--- src/rtl/counter_updown_mod.sv ---
// Parametrised up/down modulo counter with prescaler, parallel load,
// wrap/saturate boundary handling, boundary pulses and sticky event flags.
// Every output is driven directly from a register.

module counter_updown_mod #(
  parameter int unsigned     WIDTH     = 8,
  parameter longint unsigned MAX_VALUE = (64'd1 << WIDTH) - 64'd1,
  parameter bit              SATURATE  = 1'b0,
  parameter int unsigned     PRESCALE  = 1
) (
  input  logic             clk,
  input  logic             rst,
  input  logic             en,
  input  logic             up,
  input  logic             load,
  input  logic [WIDTH-1:0] load_value,
  input  logic             clear_flags,
  output logic [WIDTH-1:0] count,
  output logic             carry,
  output logic             borrow,
  output logic             overflow_flag,
  output logic             underflow_flag
);

  // Prescaler needs at least one bit even when every enabled cycle steps.
  localparam int unsigned     PS_W    = (PRESCALE > 1) ? $clog2(PRESCALE) : 1;
  localparam logic [PS_W-1:0] PS_LAST = PS_W'(PRESCALE - 1);
  localparam logic [WIDTH-1:0] MAX_V  = WIDTH'(MAX_VALUE);

  logic [WIDTH-1:0] count_q, count_d;
  logic [PS_W-1:0]  ps_q, ps_d;
  logic             carry_q, carry_d;
  logic             borrow_q, borrow_d;
  logic             ovf_q, ovf_d;
  logic             unf_q, unf_d;
  logic             step_s;

  // Loaded values above the terminal count are clamped to the terminal count.
  function automatic logic [WIDTH-1:0] clamp_load(input logic [WIDTH-1:0] v);
    if (v > MAX_V) begin
      return MAX_V;
    end else begin
      return v;
    end
  endfunction

  // Prescaler advance and step strobe; a load restarts the prescale period.
  always_comb begin
    ps_d   = ps_q;
    step_s = 1'b0;
    if (load) begin
      ps_d = '0;
    end else if (en) begin
      if (ps_q == PS_LAST) begin
        ps_d   = '0;
        step_s = 1'b1;
      end else begin
        ps_d = ps_q + PS_W'(1'b1);
      end
    end else begin
      ps_d = ps_q;
    end
  end

  // Next count and boundary pulses; boundaries are compared against the
  // terminal count explicitly since the range may not fill all WIDTH bits.
  always_comb begin
    count_d  = count_q;
    carry_d  = 1'b0;
    borrow_d = 1'b0;
    if (load) begin
      count_d = clamp_load(load_value);
    end else if (step_s) begin
      if (up) begin
        if (count_q == MAX_V) begin
          carry_d = 1'b1;
          count_d = SATURATE ? count_q : '0;
        end else begin
          count_d = count_q + WIDTH'(1'b1);
        end
      end else begin
        if (count_q == '0) begin
          borrow_d = 1'b1;
          count_d  = SATURATE ? count_q : MAX_V;
        end else begin
          count_d = count_q - WIDTH'(1'b1);
        end
      end
    end else begin
      count_d = count_q;
    end
  end

  // Sticky flags: a new event in the same cycle as a clear keeps the flag set.
  always_comb begin
    ovf_d = ovf_q;
    unf_d = unf_q;
    if (carry_d) begin
      ovf_d = 1'b1;
    end else if (clear_flags) begin
      ovf_d = 1'b0;
    end else begin
      ovf_d = ovf_q;
    end
    if (borrow_d) begin
      unf_d = 1'b1;
    end else if (clear_flags) begin
      unf_d = 1'b0;
    end else begin
      unf_d = unf_q;
    end
  end

  // State registers with synchronous reset overriding load and enable.
  always_ff @(posedge clk) begin
    if (rst) begin
      count_q  <= '0;
      ps_q     <= '0;
      carry_q  <= 1'b0;
      borrow_q <= 1'b0;
      ovf_q    <= 1'b0;
      unf_q    <= 1'b0;
    end else begin
      count_q  <= count_d;
      ps_q     <= ps_d;
      carry_q  <= carry_d;
      borrow_q <= borrow_d;
      ovf_q    <= ovf_d;
      unf_q    <= unf_d;
    end
  end

  assign count          = count_q;
  assign carry          = carry_q;
  assign borrow         = borrow_q;
  assign overflow_flag  = ovf_q;
  assign underflow_flag = unf_q;

  counter_updown_mod_chk #(
    .WIDTH (WIDTH),
    .MAX_V (MAX_V)
  ) u_chk (
    .clk    (clk),
    .rst    (rst),
    .count  (count_q),
    .carry  (carry_q),
    .borrow (borrow_q)
  );

endmodule

// Structural invariants of the counter outputs.
module counter_updown_mod_chk #(
  parameter int unsigned      WIDTH = 8,
  parameter logic [WIDTH-1:0] MAX_V = '1
) (
  input logic             clk,
  input logic             rst,
  input logic [WIDTH-1:0] count,
  input logic             carry,
  input logic             borrow
);

  a_pulses_exclusive: assert property (@(posedge clk) disable iff (rst) !(carry && borrow));
  a_count_in_range:   assert property (@(posedge clk) disable iff (rst) count <= MAX_V);

endmodule
--- config.mk ---
export PLATFORM = sky130hd
export DESIGN_NAME = counter_updown_mod
export DESIGN_NICKNAME = d
export VERILOG_FILES = /design/src/rtl/counter_updown_mod.sv
export SDC_FILE = /design/constraint.sdc
export NUM_CORES = 1
export LEC_CHECK = 0
export ABC_AREA = 1
export CAP_MARGIN = 20
export CORE_MARGIN = 4
export CORE_UTILIZATION = 45
export DETAILED_ROUTE_END_ITERATION = 7
export PLACE_DENSITY = 0.71
export SLEW_MARGIN = 30
export SYNTH_ARGS = -nofsm -noshare
export SYNTH_HDL_FRONTEND = slang
export SYNTH_HIERARCHICAL = 1
export SYNTH_SLANG_ARGS = --single-unit
--- constraint.sdc ---
create_clock -name clk -period 4.1 [get_ports clk]
set_clock_uncertainty 0.2 [all_clocks]
set_input_delay 0.82 -clock clk [delete_from_list [all_inputs] [get_ports clk]]
set_output_delay 0.82 -clock clk [all_outputs]
set_load 0.02 [all_outputs]
==> summary.txt <==
First-pass GRT wire length -> 4.540 mm
Netlist cell types -> 31
Routed wl met3 -> 179 um
Core Rows -> 16
Fin crit share -> 0.6214
Gp weighted congestion -> 0.9661
Synth Area in Compound Gates -> 0.1458
Syn avg cell area -> 6.395 um^2
Commonest non-fill, non-tap cell in the layout -> nand2_1
R2r setup slk -> 2340 ps
Die Y -> 54.63 um
Max transition margin -> 0.7053
Area leader, netlist -> dfxtp_1
Main combinational cell family by area after synthesis -> simple AND/OR/NAND/NOR gates
Post-CTS sizing -> 0
Endpoints failing setup -> 0
Minimum clock period -> 2548 ps
R2r worst-path depth -> 8
Family with the most delay on the worst path -> buffers and inverters
Worst EP arrival -> 1530 ps
Layout cells sized above 1 -> 0.1017
Final Hold Vio Count -> 0
Die width -> 54.63 um
RSZ-0062 raised after global routing -> false
Postcts setup bufs -> 0
Worst skew pair latency -> 290 ps
Via count -> 1054
CP bufs+invs -> 1
Worst hold stages -> 2
Initial antenna violation count -> 0
Least-Margin Pin Slew -> 440.6 ps
Leakage -> 0.0005989 uW
First-pass detailed-route iteration total -> 4
Top cell type's share of synthesized area -> 0.2455
Post-Synth XOR/XNOR Area -> 0.008951
Adder-Cell Fraction of Synth Area -> 0.03836
Hold buffers post-CTS -> 0
DRC -> 0
Slew Limit Fails -> 0
DRT antenna net count -> 0
H-tree levels -> 1
Avg WL per Cell -> 13.40 um
Critical path class -> reg -> out
Hold wc startpoint -> underflow_flag
Synth Instances -> 153
Hpwl dp -> 2.104 mm
Commonest non-fill, non-tap cells in the layout -> nand2_1, clkdlybuf4s50_1, inv_1, nor2_1, nand3_1
Sum Neg Setup Slack -> 0 ps
CP Launch Type -> register
Die area -> 0.002984 mm^2
Initial drt markers -> 37
Top cells by area, synth -> dfxtp_1, nand2_1, inv_1
Met2 WL -> 1.315 mm
Max VDD drop -> 165.7 uV
Aggregate global routing overflow -> 0
Drt via density -> 5.167
Crit Path Max Fanout -> 10
FF-to-FF End -> count[4]
Register area share after synthesis -> 0.2455
NumNets Final -> 195
Pwr Density -> 276.1 mW/mm^2
Multiplexer share of the synthesized area -> 0
Top routing layer used -> met4
Worst path required time -> 3080 ps
Largest net degree at the start of global routing -> 11
Post-Syn Area -> 978.4 um^2
# diodes -> 0
All-Layer GR Usage -> 0.2141
Synthesized Nets -> 170
CTS Buffer Depth -> 2
Max-cap violation count -> 0
TritonCTS Buffers -> 3
Critical path capture point type -> primary output
CTS tree -> built
Detailed Route WL -> 2.733 mm
Initial core utilization -> 0.4839
Simple-gate share of the synthesized area -> 0.4194
Vias in the first global route -> 1002
Clock net sink count -> 12
Max Fclk -> 392.5 MHz
YS warnings -> 6
P&R area growth vs syn -> 28.39%
Worst-path clk slew -> 100 ps
Status -> completed
Slowest stage delay, CP -> 680 ps
R2r startpoint -> count[0]
Crit-path cells -> clkdlybuf4s50_1
Core Area -> 0.002022 mm^2
Layout Utilization -> 0.6213
I/O Pins -> 26
Yosys reg bits -> 12
Hold EP -> underflow_flag
CP max stage cell -> clkdlybuf4s50_1
IO Port Bufs -> 25
DRT met1 WL -> 1.227 mm
Buffer type at the clock tree root -> clkbuf_4
Worst hold-check path type -> reg -> reg
-- worst max path at each step --
stage / start / end / cells past startpoint
global route: count[5] / count[5] / 1
CTS: count[5] / count[5] / 1
global placement: load / count[4] / 8
detailed placement: load / count[6] / 9
floorplan: load / count[6] / 9
finish: count[5] / count[5] / 1
-- flip-flops by register name, indices dropped and copies added (netlist names) --
signal / cells
count: 8
borrow: 1
carry: 1
overflow_flag: 1
underflow_flag: 1
-- final cells by class --
| class | instances | area [um^2] |
|---|---|---|
| timing repair buffer | 25 | 250.2 |
| tap | 27 | 33.78 |
| inverter | 25 | 96.34 |
| clock buffer | 4 | 36.28 |
| multi-input combinational | 111 | 599.3 |
| sequential | 12 | 240.2 |
| fill | 197 | 765.7 |
-- synthesized netlist by cell type, drive strengths merged --
| library cell | number |
|---|---|
| a21oi | 5 |
| o21ai | 10 |
| nor2 | 20 |
| nand4 | 3 |
| nand3 | 15 |
| nand2 | 41 |
| nor3 | 3 |
| or2 | 1 |
| o31ai | 1 |
| a22oi | 5 |
| clkbuf | 1 |
| a31oi | 1 |
| nand3b | 1 |
| inv | 25 |
| dfxtp | 12 |
| a31o | 1 |
| xor2 | 1 |
| ha | 3 |
| buf | 4 |
-- cell families after synthesis --
kind of cell / Yosys count
compound gates: 23
buf+inv: 30
flops: 12
fa+ha+maj: 3
simple gates: 84
xor+xnor: 1
-- metrics by stage --
step	worst slack, ps	hold slack [ps]	total power [uW]	instances	area [um^2]
2_1_floorplan	2286	337.0	208.7	153	978.4
3_3_place_gp	1579	266.2	248.5	200	1220
3_5_place_dp	1509	256.4	247.6	200	1220
4_1_cts	1551	272.0	349.3	204	1256
5_1_grt	1472	309.9	368.9	204	1256
6_report	1552	270.2	346.9	204	1256
-- per-layer routing --
| metal | up-vias | track usage |
|---|---|---|
| met3 | 2 | 0.05722 |
| met4 | 0 | 0.04979 |
| met1 | 474 | 0.2733 |
| met5 | - | 0 |
| li1 | 542 | - |
| met2 | 36 | 0.3543 |
-- power by group --
| group | internal, uW | switching, uW | total, uW | leakage [uW] |
|---|---|---|---|---|
| Combinational | 47.1 | 61.4 | 108 | 0.000479 |
| Clock | 54.1 | 47.4 | 101 | 0.0000210 |
| Sequential | 123 | 13.9 | 137 | 0.0000984 |
Power figures use the tool's default switching activity.
==> edit 1, RTL diff (config.mk and constraints unchanged) <==
`WIDTH` is set to 8 in 2 places; all go to 7.
--- a/src/rtl/counter_updown_mod.sv
+++ b/src/rtl/counter_updown_mod.sv
@@ -5,3 +5,3 @@
 module counter_updown_mod #(
-  parameter int unsigned     WIDTH     = 8,
+  parameter int unsigned     WIDTH     = 7,
   parameter longint unsigned MAX_VALUE = (64'd1 << WIDTH) - 64'd1,
@@ -153,3 +153,3 @@
 module counter_updown_mod_chk #(
-  parameter int unsigned      WIDTH = 8,
+  parameter int unsigned      WIDTH = 7,
   parameter logic [WIDTH-1:0] MAX_V = '1
Ports: changed (resized count and load_value); port bits go from 26 to 24. The function was not compared with the original's and may differ.
==> edit 1 against the unedited design <==
Critical endpoint is now count[2]; setup slack worse by 120 ps; critical path type unchanged; cell area down 12%; synthesized area down 13%; die area down 11%; total power down 15%; sequential cell count down 1; final cell count down 12%; worst hold slack better by 11 ps; wire length down 22%.
==> edit 1: results (changes against the unedited design) <==
global-route wire length before repair 3740 um (-18%); number of fill cells in the layout 179 (-9.1%); critical path arrival 1650 ps (+120 ps); comb_multi_in 99 (-11%); critical path's largest stage delay 710 ps (+30 ps); Leak Pwr 0.491 nW (-18%); Distinct cells, synth 24 (-23%); Internal Power 0.194 mW (-13%); # port buffers 23 (-8.0%); Final Wtd Congestion 0.952 (-1.4%); Post-Synth Adder-Cell Area 4.39% (+0.55 points); Layout Nets 172 (-12%); vias in the first global route 841 (-16%); WL/cell 11.9 um (-11%); placed wire-length estimate 1690 um (-20%); multi-input logic area 527 sq um (-12%); clock group power 0.0709 mW (-30%); FF+latch area 220 sq um (-8.3%); dpl cells 176 (-12%); comb pwr 0.0974 mW (-9.8%); clock network share of area 2.38% (-0.51 points); via count 906 (-14%); max reg flops 7 (-1); signal buffers share of area 20.8% (+0.92 points); Placed Area 1080 sq um (-12%); DP Worst Slack 1670 ps (+161 ps); Post-synth top cells nand2_1, nor2_1, inv_1; status finished clean
[edit 1: changes by cell type after synthesis, sizes merged, moves of 2 or more]
cell,delta
a22oi,+2
a21oi,-2
inv,-7
nand2,-6
nor2,+6
o21ai,-5
nand3,-5
[edit 1: worst paths after layout]
path	start	endpoint	slack, ps	depth (start not counted)
worst max-delay path	count[2]	count[2]	1430	1
worst min-delay path	underflow_flag	underflow_flag	280	2
worst max register to register	count[0]	count[3]	2290	10
worst min register to register	underflow_flag	underflow_flag	280	2
[edit 1: per-layer routing]
metal	global-route usage (%)	wire [um]	vias up	share of wire (%)
li1	-	-	473	-
met1	23.0	968	406	45
met4	7.42	25	0	1.2
met2	30.7	1040	23	49
met5	0	0	-	0
met3	3.44	106	4	5.0
==> edit 2, RTL diff (same settings) <==
Without the edit above. Reset style: asynchronous (`rst`), changed in one clocked block. Comments in the files are not updated.
--- a/src/rtl/counter_updown_mod.sv
+++ b/src/rtl/counter_updown_mod.sv
@@ -114,3 +114,3 @@
   // State registers with synchronous reset overriding load and enable.
-  always_ff @(posedge clk) begin
+  always_ff @(posedge clk or posedge rst) begin
     if (rst) begin
Function: differs if rst is asserted again (counterexample within 4 cycles, from zero or initial values and one cycle with rst high); with rst held inactive, the same outputs for 10 cycles.
==> edit 2 against the unedited design <==
Via count decreased by 5.6%; wire length decreased by 15%; synthesized area decreased by 3.1%; sequential share of layout area increased by 5.2 points; setup slack improved by 3.6 ps; count of clock-buffer cells in the layout unchanged; total power increased by 8.5%; final cell count decreased by 6.9%; first-iteration DRC count decreased by 51%; cell area decreased by 1.8%; global-route usage decreased by 2.4 points; sequential cell count unchanged; critical path type unchanged; highest routed layer unchanged.
==> edit 2: results (changes against the unedited design) <==
max reg flops 8 (unchanged); CP startpoint count[4]; DP Worst Slack 1610 ps (+97.8 ps); Distinct cells, synth 22 (-29%); WL final 2330 um (-15%); Layout Nets 181 (-7.2%); status finished clean; hold_sp underflow_flag; Ant. Diodes 0 (unchanged); Initial DRC Count 18 (-51%); r2r startpoint count[0]; actual slew at the worst max-slew pin 427 ps (-13.4 ps); largest net degree at the start of global routing 13 (+2); vias in the first global route 948 (-5.4%); dominant cells by area after synthesis dfrtp_1, nand2_1, nand3_1; register clock-pin slew on the reported worst setup and hold paths 80 ps (-20 ps); Leak Pwr 0.579 nW (-3.3%); global-route wire length before repair 4110 um (-9.6%); total grt overflow 0 (unchanged); Post-Synth Adder-Cell Area 3.96% (+0.12 points); critical path arrival 1520 ps; initial antenna violation count 0 (unchanged); Slowest cell on crit path clkdlybuf4s50_1; clock root buffer clkbuf_4; synth warn 6 (unchanged); Post CTS Setup Buffer Count 0 (unchanged); crit-path max FO 11 (+1); GR Util met1 25.3% (-2.1 points); overall global routing resource usage 19.0% (-2.4 points); post-cts resize count 0 (unchanged); Avg Vias per Cell 5.24 (+1.4%); compound-cell area share of the yosys netlist 10.7% (-3.9 points); Worst VDD drop 0.324 mV (+95%); placed wire-length estimate 1850 um (-12%); sequential share of the synthesized area 31.7% (+7.1 points); syn_nets 155 (-8.8%); global-route met2 utilization 30.6% (-4.8 points); met3 usage 5.54% (-0.18 points); fraction of layout cells with a size suffix above 1 11.7% (+1.5 points); xor/xnor share of the synthesized area 2.77% (+1.9 points); ys async rst share 100% (+100 points); number of fill cells in the layout 170 (-14%); Post-synth top cells nand2_1, nand3_1, inv_1; Top FF cell, synth dfrtp_1; Worst-Skew Late Latency 270 ps (-20 ps); Final Wtd Congestion 0.931 (-3.7%)
[edit 2: cell count changes in the layout (fill, tap and decap cells not counted), sizes merged, moves of 5 or more]
cell,before,now
dfrtp,0,12
nand3,15,21
a21oi,5,0
dfxtp,12,0
inv,25,19
[edit 2: area by class of cell]
cell class                 count  area share (%)
sequential                    12            24.3
inverter                      19            5.78
tap                           27            2.74
clock buffer                   4            2.94
multi-input combinational    103            43.9
timing repair buffer          25            20.3
[edit 2: worst reg2reg max path, cell delays in order (launching register included)]
cell and delay (ps):
dfrtp_1 460, inv_1 180, ha_1 260, nand2_1 90, xor2_1 140, o21ai_0 160, nand3_1 100
[edit 2: stage by stage]
| stage | power [mW] | instance area [sq um] | hold slack [ps] | std cells | utilization [%] |
|---|---|---|---|---|---|
| 2_1_floorplan | 0.237 | 948 | 406 | 138 | - |
| 3_3_place_gp | 0.285 | 1200 | 329 | 186 | 60.4 |
| 3_5_place_dp | 0.285 | 1200 | 334 | 186 | 60.4 |
| 4_1_cts | 0.379 | 1230 | 344 | 190 | 62.2 |
| 5_1_grt | 0.402 | 1230 | 419 | 190 | 62.2 |
| 6_report | 0.376 | 1230 | 336 | 190 | 62.2 |
[edit 2: final timing paths]
check	end	slack (ps)	depth (start not counted)
max in group asynchronous	count[2]	2760	2
max	count[4]	1560	1
max reg2reg	count[4]	2380	6
min reg2reg	underflow_flag	340	2
min	underflow_flag	340	2
min in group asynchronous	count[6]	640	2
[edit 2: per-layer routing]
layer,share of wire (%),wire [um],up-vias
met5,0,0,-
met4,0.39,9,0
met3,8.2,192,2
met2,44,1030,43
met1,47,1090,449
li1,-,-,501
[edit 2: power breakdown]
part	total, mW	leakage [nW]	switching, mW	internal [mW]
registers	0.155	0.153	0.0264	0.128
logic	0.129	0.405	0.0714	0.0575
clock network	0.0930	0.0210	0.0391	0.0540
